`src/rtl/lookahead_route_pkg.sv`:
```
// Shared constants and types for lookahead route computation and the next-PPV selector.
// Direction indices fix the slice order of pre_nppv for both blocks.
package lookahead_route_pkg;

    localparam int NUM_PORT = 5;
    localparam int NUM_NBR  = 4;
    localparam int COORD_W  = 2;
    localparam int MESH_X   = 4;
    localparam int MESH_Y   = 4;
    localparam int TAG_W    = 8;

    localparam int DIR_N = 0;
    localparam int DIR_E = 1;
    localparam int DIR_S = 2;
    localparam int DIR_W = 3;
    localparam int DIR_L = 4;

    typedef logic [NUM_PORT-1:0] ppv_t;

endpackage

```
`src/rtl/lookahead_route_ppv_calc.sv`:
```
// Combinational productive-port-vector computation for one node/destination pair.
// A node that does not exist on the mesh yields an all-zero vector.
module lookahead_route_ppv_calc
    import lookahead_route_pkg::*;
(
    input  logic [COORD_W-1:0] node_x_i,
    input  logic [COORD_W-1:0] node_y_i,
    input  logic [COORD_W-1:0] dst_x_i,
    input  logic [COORD_W-1:0] dst_y_i,
    input  logic               exists_i,
    output ppv_t               ppv_o
);

    always_comb begin
        ppv_o = '0;
        if (exists_i) begin
            if (dst_x_i == node_x_i && dst_y_i == node_y_i) begin
                ppv_o[DIR_L] = 1'b1;
            end else begin
                ppv_o[DIR_E] = dst_x_i > node_x_i;
                ppv_o[DIR_W] = dst_x_i < node_x_i;
                ppv_o[DIR_N] = dst_y_i < node_y_i;
                ppv_o[DIR_S] = dst_y_i > node_y_i;
            end
        end
    end

endmodule

```
`src/rtl/lookahead_route.sv`:
```
// Two-stage lookahead route computation: stage 1 registers neighbour coordinates,
// stage 2 registers the PPV at this node and at each of the four neighbours.
module lookahead_route
    import lookahead_route_pkg::*;
(
    input  logic                    clk,
    input  logic                    reset,
    input  logic                    stall,
    input  logic [COORD_W-1:0]      cur_x,
    input  logic [COORD_W-1:0]      cur_y,
    input  logic                    in_valid,
    input  logic [COORD_W-1:0]      in_dst_x,
    input  logic [COORD_W-1:0]      in_dst_y,
    input  logic [TAG_W-1:0]        in_tag,
    output logic                    out_valid,
    output ppv_t                    out_ppv,
    output logic [NUM_PORT*4-1:0]   pre_nppv,
    output logic [TAG_W-1:0]        out_tag
);

    logic                              s1_valid_q, s1_valid_d;
    logic [COORD_W-1:0]                s1_cur_x_q, s1_cur_x_d;
    logic [COORD_W-1:0]                s1_cur_y_q, s1_cur_y_d;
    logic [COORD_W-1:0]                s1_dst_x_q, s1_dst_x_d;
    logic [COORD_W-1:0]                s1_dst_y_q, s1_dst_y_d;
    logic [TAG_W-1:0]                  s1_tag_q, s1_tag_d;
    logic [NUM_NBR-1:0][COORD_W-1:0]   s1_nbr_x_q, s1_nbr_x_d;
    logic [NUM_NBR-1:0][COORD_W-1:0]   s1_nbr_y_q, s1_nbr_y_d;
    logic [NUM_NBR-1:0]                s1_exists_q, s1_exists_d;

    logic [NUM_NBR-1:0][COORD_W-1:0]   nbr_x_c;
    logic [NUM_NBR-1:0][COORD_W-1:0]   nbr_y_c;
    logic [NUM_NBR-1:0]                exists_c;

    logic                              out_valid_q, out_valid_d;
    ppv_t                              out_ppv_q, out_ppv_d;
    logic [NUM_PORT*4-1:0]             pre_nppv_q, pre_nppv_d;
    logic [TAG_W-1:0]                  out_tag_q, out_tag_d;

    ppv_t                              cur_ppv_c;
    logic [NUM_NBR-1:0][NUM_PORT-1:0]  nbr_ppv_c;

    // Wrapped coordinates at the mesh edge are harmless: exists masks them out.
    genvar gi;
    generate
        for (gi = 0; gi < NUM_NBR; gi++) begin : g_nbr_coord
            if (gi == DIR_N) begin : g_n
                assign nbr_x_c[gi]  = cur_x;
                assign nbr_y_c[gi]  = cur_y - COORD_W'(1);
                assign exists_c[gi] = (cur_y != '0);
            end else if (gi == DIR_E) begin : g_e
                assign nbr_x_c[gi]  = cur_x + COORD_W'(1);
                assign nbr_y_c[gi]  = cur_y;
                assign exists_c[gi] = (32'(cur_x) < MESH_X - 1);
            end else if (gi == DIR_S) begin : g_s
                assign nbr_x_c[gi]  = cur_x;
                assign nbr_y_c[gi]  = cur_y + COORD_W'(1);
                assign exists_c[gi] = (32'(cur_y) < MESH_Y - 1);
            end else begin : g_w
                assign nbr_x_c[gi]  = cur_x - COORD_W'(1);
                assign nbr_y_c[gi]  = cur_y;
                assign exists_c[gi] = (cur_x != '0);
            end
        end
    endgenerate

    always_comb begin
        s1_valid_d  = in_valid;
        s1_cur_x_d  = '0;
        s1_cur_y_d  = '0;
        s1_dst_x_d  = '0;
        s1_dst_y_d  = '0;
        s1_tag_d    = '0;
        s1_nbr_x_d  = '0;
        s1_nbr_y_d  = '0;
        s1_exists_d = '0;
        if (in_valid) begin
            s1_cur_x_d  = cur_x;
            s1_cur_y_d  = cur_y;
            s1_dst_x_d  = in_dst_x;
            s1_dst_y_d  = in_dst_y;
            s1_tag_d    = in_tag;
            s1_nbr_x_d  = nbr_x_c;
            s1_nbr_y_d  = nbr_y_c;
            s1_exists_d = exists_c;
        end
    end

    always_ff @(posedge clk or posedge reset) begin
        if (reset) begin
            s1_valid_q  <= 1'b0;
            s1_cur_x_q  <= '0;
            s1_cur_y_q  <= '0;
            s1_dst_x_q  <= '0;
            s1_dst_y_q  <= '0;
            s1_tag_q    <= '0;
            s1_nbr_x_q  <= '0;
            s1_nbr_y_q  <= '0;
            s1_exists_q <= '0;
        end else if (!stall) begin
            s1_valid_q  <= s1_valid_d;
            s1_cur_x_q  <= s1_cur_x_d;
            s1_cur_y_q  <= s1_cur_y_d;
            s1_dst_x_q  <= s1_dst_x_d;
            s1_dst_y_q  <= s1_dst_y_d;
            s1_tag_q    <= s1_tag_d;
            s1_nbr_x_q  <= s1_nbr_x_d;
            s1_nbr_y_q  <= s1_nbr_y_d;
            s1_exists_q <= s1_exists_d;
        end
    end

    lookahead_route_ppv_calc u_ppv_cur (
        .node_x_i (s1_cur_x_q),
        .node_y_i (s1_cur_y_q),
        .dst_x_i  (s1_dst_x_q),
        .dst_y_i  (s1_dst_y_q),
        .exists_i (1'b1),
        .ppv_o    (cur_ppv_c)
    );

    generate
        for (gi = 0; gi < NUM_NBR; gi++) begin : g_nbr_ppv
            lookahead_route_ppv_calc u_ppv_nbr (
                .node_x_i (s1_nbr_x_q[gi]),
                .node_y_i (s1_nbr_y_q[gi]),
                .dst_x_i  (s1_dst_x_q),
                .dst_y_i  (s1_dst_y_q),
                .exists_i (s1_exists_q[gi]),
                .ppv_o    (nbr_ppv_c[gi])
            );
        end
    endgenerate

    // Zeroed stage-1 data would still produce a Local bit, so gate on valid.
    always_comb begin
        out_valid_d = s1_valid_q;
        out_ppv_d   = '0;
        pre_nppv_d  = '0;
        out_tag_d   = '0;
        if (s1_valid_q) begin
            out_ppv_d  = cur_ppv_c;
            pre_nppv_d = nbr_ppv_c;
            out_tag_d  = s1_tag_q;
        end
    end

    always_ff @(posedge clk or posedge reset) begin
        if (reset) begin
            out_valid_q <= 1'b0;
            out_ppv_q   <= '0;
            pre_nppv_q  <= '0;
            out_tag_q   <= '0;
        end else if (!stall) begin
            out_valid_q <= out_valid_d;
            out_ppv_q   <= out_ppv_d;
            pre_nppv_q  <= pre_nppv_d;
            out_tag_q   <= out_tag_d;
        end
    end

    assign out_valid = out_valid_q;
    assign out_ppv   = out_ppv_q;
    assign pre_nppv  = pre_nppv_q;
    assign out_tag   = out_tag_q;

endmodule

```
`config.mk`:
```
export PLATFORM = sky130hd
export DESIGN_NAME = lookahead_route
export DESIGN_NICKNAME = d
export VERILOG_FILES = /design/src/rtl/lookahead_route_pkg.sv /design/src/rtl/lookahead_route_ppv_calc.sv /design/src/rtl/lookahead_route.sv
export SDC_FILE = /design/constraint.sdc
export NUM_CORES = 1
export LEC_CHECK = 0
export ABC_AREA = 0
export CAP_MARGIN = 20
export CORE_MARGIN = 3
export CORE_UTILIZATION = 45
export DETAILED_ROUTE_END_ITERATION = 8
export PLACE_DENSITY = 0.72
export SYNTH_ARGS = -nofsm -noshare
export SYNTH_HDL_FRONTEND = slang
export SYNTH_HIERARCHICAL = 1
export SYNTH_SLANG_ARGS = --single-unit
```
`constraint.sdc`:
```
create_clock -name clk -period 2.4 [get_ports clk]
set_clock_uncertainty 0.15 [all_clocks]
set_input_delay 0.48 -clock clk [delete_from_list [all_inputs] [get_ports clk]]
set_output_delay 0.48 -clock clk [all_outputs]
set_load 0.01 [all_outputs]
```
### Yosys cells after proc, flatten, opt, wreduce, memory -nomap -nowiden

Cells that the tools add are included.

* memories: 0
* input port bits: 20
* bits in latches: 0
* flip-flop bits (word level): 71
* memory bits (read-only): 0
* memory bits (writable): 0
* output and inout bits: 34

* divide/modulo/power cells: 0
* order comparisons: 22
* muxes and demuxes: 25
* add/sub/neg operators: 4
* shift operators: 0
* reduce and logical (&&, ||, !) cells: 7
* multiply operators: 0
* bitwise gates (word level): 0
* equal/unequal tests: 10

Operators by type and width (count)
* $mux 8: 4
* $mux 5: 5
* $mux 4: 6
* $eq 2x2->1: 10
* $gt 2x2->1: 10
* $lt 2x2->1: 10
* $mux 20: 1
* $mux 2: 4
* $logic_and 1x1->1: 5
* $mux 1: 5
* $add 2x1->2 const B: 2
* $lt 2x2->1 const B: 2
* $reduce_bool 2->1: 2
* $sub 2x1->2 const B: 2

### Depth between registers and ports, before layout

* word-level depth: 5
* depth in mapped cells: 5
* gate-level depth less buffers: 5

### Hierarchy

The synthesis kept the hierarchy.

Modules (own cells, without submodules)
* lookahead_route: times used 1, cells each 162, area an instance 2267.2 um2
* lookahead_route_ppv_calc: times used 5, cells each 18, area an instance 156.4 um2

### Worst setup path after synthesis

No wires, ideal clock.

* path type: reg2reg
* from: reg s1_dst_y_q[0]
* to: reg out_ppv_q[4], in the netlist out_ppv[4]
* setup time: 0.121 ns
* cell stages (with the launch flop): 6
* setup slack: 0.861 ns
* data required time: 2.129 ns
* arrival: 1.268 ns
* cells stage by stage: dfrtp_1 > inv_1 > ha_1 > and4_4 > and2_2 > a22o_1

* longest elaborated chain between the ends: 4

RTL lines
* from (decl): RTL line lookahead_route.sv:25 `logic [COORD_W-1:0] s1_dst_y_q, s1_dst_y_d;`
* from (signal assigned): RTL line lookahead_route.sv:105 `s1_dst_y_q <= s1_dst_y_d;`
* $eq 2x2->1: RTL line lookahead_route_ppv_calc.sv:17 `if (dst_x_i == node_x_i && dst_y_i == node_y_i) begin`
* $logic_and 1x1->1: RTL line lookahead_route_ppv_calc.sv:17
* $mux 1: RTL line lookahead_route_ppv_calc.sv:17
* via cur_ppv_c[4]: RTL line lookahead_route.sv:40 `ppv_t cur_ppv_c;`
* $mux 5: RTL line lookahead_route.sv:141 `if (s1_valid_q) begin`
* to (signal assigned): RTL line lookahead_route.sv:156 `out_ppv_q <= out_ppv_d;`
* to (decl): RTL line lookahead_route.sv:36 `ppv_t out_ppv_q, out_ppv_d;`

The timed path passes the listed nets, and every way through them passes these cells.
A chain may end at the register's enable or synchronous reset.

### Worst setup path in the final report

* from: reg out_tag_q[3], in the netlist out_tag[3]
* to: out out_tag[3]

RTL lines
* from (decl): RTL line lookahead_route.sv:38 `logic [TAG_W-1:0] out_tag_q, out_tag_d;`
* from (signal assigned): RTL line lookahead_route.sv:158 `out_tag_q <= out_tag_d;`
* to (decl): RTL line lookahead_route.sv:18 `output logic [TAG_W-1:0] out_tag`

No word-level cell between the ends.

==> results by stage <==
Outcome:
- The flow ran to the end, and the final reports show no timing, DRC or antenna violations.

Global routing:
- For met3 alone, demand over resource in global routing was 0.0559.
- Entering global routing, the biggest net connects 62 pins.
- The via count of the first global-routing pass is 2154.
- The initial antenna violation count is 0.
- The met2 usage in global routing is 0.251.
- The busiest layer in global routing is met2.
- The first-pass GRT wire length is 10400 um.
- The total congestion overflow after global routing is 0.
- The met1 routing resource usage after global routing is 0.242.
- The aggregate global-route resource usage is 0.174.

Min path:
- The class of the tightest hold or removal check is register to register.
- The worst hold path begins at out_valid_d.
- The worst hold path terminates at out_valid_d.
- The number of cells on the worst hold path is 2.

Detailed routing:
- The number of design-rule violations left by the first detailed-router iteration is 116.
- The routed design has 6040 um of wire.
- For this block, the via count after detailed routing is 2125.
- The number of remaining DRC errors is 0.
- After detailed routing, the average wire length per cell comes to 15.4 um.
- Once detail routing completed, the nets flagged for antenna violations numbered 0.
- The vias per cell is 5.41.
- The iteration count of the initial detailed-routing pass is 4.

Clocking:
- After clock tree synthesis, the clock-pin slew on the worst setup and hold paths is 0.07 ns.
- Post-CTS repair changed the size of 0 cells.
- The root cell of the clock tree is sky130_fd_sc_hd__clkbuf_8.
- The number of buffers added by the clock tree synthesis step is 9.
- TritonCTS built the clock tree.
- Buffers added to address setup during post-CTS repair amount to 0.
- The count of hold-fix buffers inserted at cts is 0.
- The clock latency of the later-clocked register in the worst-skew pair is 0.33 ns.
- CTS built an H-tree with a depth of 3.
- The tree built by TritonCTS fans out to 61 sinks.
- The maximum buffer depth of the clock tree is 2.

Worst setup path:
- The register-to-register setup slack is 0.64 ns.
- The buffering stage count on the worst path with inverters included is 1.
- The startpoint identified for the worst register-to-register timing path is s1_dst_y_q[0].
- The kind of capture point of the worst setup path is an output pin.
- The highest fanout seen on the critical path is 2.
- The master of the slowest instance on the critical path is sky130_fd_sc_hd__clkdlybuf4s50_1.
- The critical path goes through clkdlybuf4s50_1.
- The data required time at the worst endpoint is 1.77 ns.
- The maximum single-stage delay on the critical path is 0.55 ns.
- The cell family contributing the most delay on the critical path is buffers and inverters.
- The reg-to-reg critical path endpoint is pre_nppv[0].
- The depth of the most critical reg-to-reg path is 5.
- The data arrival time of the worst path is 1.25 ns.
- The element type at the critical path start is a register.
- The start-to-end type of the worst setup path is register to output pin.

Pwr:
- The share of total power dissipated in combinational logic is 0.170.
- Internal power comes to 0.00219 W.
- The share of total power dissipated in the clock network is 0.426.
- The switching component of the power is 0.000695 W.
- The final total power is 0.00288 W.
- The power density over the cells is 739 nW/um2.
- In this run the static leakage power is 1.92 nW.
- The sequential power share is 0.404.
- VDD sags by at most 0.393 mV.
- Of the total power, the share spent switching nets is 0.241.

Die:
- The core region is 6460 um2.
- The initial utilization of the core area, before any placement, comes to 0.472.
- The count of pins on the block boundary is 54.
- In this run the core area contains 29 standard-cell rows.
- The width of the die is 88.3 um.
- The die covers 7800 um2.
- The die height is 88.3 um.

Logic synthesis:
- The fraction of registers with async set/reset is 1.00.
- The synthesized area per cell is 12.1 um2.
- The share of synthesized area in the top cell type comes to 0.501.
- Sorting the synthesized cells by how often they occur yields sky130_fd_sc_hd__dfrtp_1 (61), sky130_fd_sc_hd__a22o_1 (48), sky130_fd_sc_hd__inv_1 (25).
- The post-synthesis instance area is 3050 um2.
- Synthesis produced a netlist whose cell count is 252.
- The main flop type after synthesis is sky130_fd_sc_hd__dfrtp_1.
- The number of distinct standard cells referenced by the synthesized netlist is 19.
- The fraction of the yosys area taken by sequential cells is 0.501.
- Yosys mapped a number of flops with a built-in enable equal to 0.
- The total of warnings raised by yosys is 6.
- The leading area contributor after synthesis is sky130_fd_sc_hd__dfrtp_1.
- Counting flops and latches in the post-synthesis netlist gives 61.
- Ranked by total cell area, the synthesized netlist is headed by sky130_fd_sc_hd__dfrtp_1 (50%), sky130_fd_sc_hd__a22o_1 (14%), sky130_fd_sc_hd__ha_1 (9.8%).
- The most repeated cell in the gate-level netlist after synthesis is sky130_fd_sc_hd__dfrtp_1.

Timing:
- The total negative slack for setup checks is 0 ns.
- In the finished design, the share of the clock period the worst path needs comes to 0.785.
- The count of final max-slew check failures came to 0.
- After layout, the worst setup slack is 0.515 ns.
- Setup violations remaining at the end of the flow were counted as 0.
- Setup repair after global routing left no endpoint under its margin.
- Derived from the worst setup path, the maximum achievable clock frequency is 531 MHz.
- The minimum period implied by the final worst setup slack is 1.88 ns.
- The count of endpoints failing hold in the final timing report is 0.

Place:
- Port buffering added 53 buffers.
- The total half-perimeter wirelength after legalization and detailed placement is 4180 um.
- The placer's final routability congestion estimate is 0.836.
- Timing analysis after detailed placement gives a worst setup slack of 0.558 ns.
- The number of cells in the design after placement is 377.

Layout:
- The number of standard cells in the final layout excluding fillers is 393.
- The layout net count is 355.
- Of the cells placed in the final design, the portion with a size suffix greater than 1 is 0.155.
- From synthesis to final layout, the design area changed by 27.9%.
- The number of antenna cells inserted is 0.

Flow run:
- The max-cap check violation count is 0.
[final cells by class]
cell class | instances | area (um2)
Fill cell | 551 | 2560
Clock inverter | 6 | 134
Inverter | 25 | 93.8
Multi-Input combinational cell | 157 | 1340
Clock buffer | 10 | 138
Sequential cell | 61 | 1530
Timing Repair Buffer | 57 | 568
Tap cell | 77 | 96.3
[registers in the layout, summed over array words and instances (netlist names)]
| signal | cells |
|---|---|
| s1_dst_x_q | 2 |
| out_ppv | 5 |
| s1_cur_x_q | 2 |
| out_tag | 8 |
| pre_nppv | 20 |
| s1_dst_y_q | 2 |
| s1_nbr_x_q | 3 |
| s1_tag_q | 8 |
| s1_nbr_y_q | 3 |
| s1_exists_q | 4 |
| s1_cur_y_q | 2 |
| out_valid | 1 |
| out_valid_d | 1 |
[through the flow]
step           instance area [um2]  hold slack (ns)   util
2_1_floorplan                 3060            0.292      -
3_3_place_gp                  3630            0.306  0.562
3_5_place_dp                  3630            0.319  0.562
4_1_cts                       3900            0.336  0.604
5_1_grt                       3900            0.361  0.604
6_report                      3900            0.333  0.604
[cells in the final DEF (no fill, tap or decap), types with 3 or more instances in the layout]
master	n
sky130_fd_sc_hd__bufinv_16	4
sky130_fd_sc_hd__a22o_1	48
sky130_fd_sc_hd__dfrtp_1	61
sky130_fd_sc_hd__nor2b_1	5
sky130_fd_sc_hd__and2_2	5
sky130_fd_sc_hd__o21ai_1	11
sky130_fd_sc_hd__and4_4	5
sky130_fd_sc_hd__nor2b_2	6
sky130_fd_sc_hd__o211a_1	10
sky130_fd_sc_hd__nor4b_2	10
sky130_fd_sc_hd__clkdlybuf4s50_1	52
sky130_fd_sc_hd__clkbuf_8	10
sky130_fd_sc_hd__ha_1	24
sky130_fd_sc_hd__inv_1	24
sky130_fd_sc_hd__nand2_1	24
sky130_fd_sc_hd__buf_4	3
sky130_fd_sc_hd__conb_1	5
[cells by family after synthesis]
group / Yosys count / share of synthesized area
adders and majority gates: 24 / 0.0985
other: 1 / 0.00123
DFF: 61 / 0.501
and+or+nand+nor: 58 / 0.144
buffers and inverters: 38 / 0.0644
AOI/OAI and AO/OA: 70 / 0.191
[worst max-delay path by stage]
stage | to | startpoint | slack (ns) | cells after the start
after CTS | pre_nppv[19] | pre_nppv[19] | 0.48 | 1
final | out_tag[3] | out_tag[3] | 0.52 | 1
after global routing | out_tag[2] | out_tag[2] | 0.45 | 1
after detailed placement | s1_nbr_y_q[5] | cur_y[0] | 0.56 | 4
after floorplan | out_ppv[0] | reset | 0.26 | 1
after global placement | s1_nbr_y_q[5] | cur_y[0] | 0.57 | 4
[power by group through the flow]
| stage | registers, W | clock network, W | logic, W |
|---|---|---|---|
| after detailed placement | 0.00118 | 0 | 0.000496 |
| after global routing | 0.00117 | 0.00130 | 0.000553 |
| after global placement | 0.00118 | 0 | 0.000488 |
| after floorplan | 0.00118 | 0 | 0.000328 |
| after CTS | 0.00116 | 0.00125 | 0.000499 |
| final | 0.00116 | 0.00123 | 0.000491 |
[routing by layer]
layer  part of all wire  vias to the layer above
met5                  0                        -
met4              0.020                        0
met3              0.058                       13
met2               0.43                       65
met1               0.49                     1022
li1                   -                     1025
No activity file was read; power rests on OpenSTA's default activity.
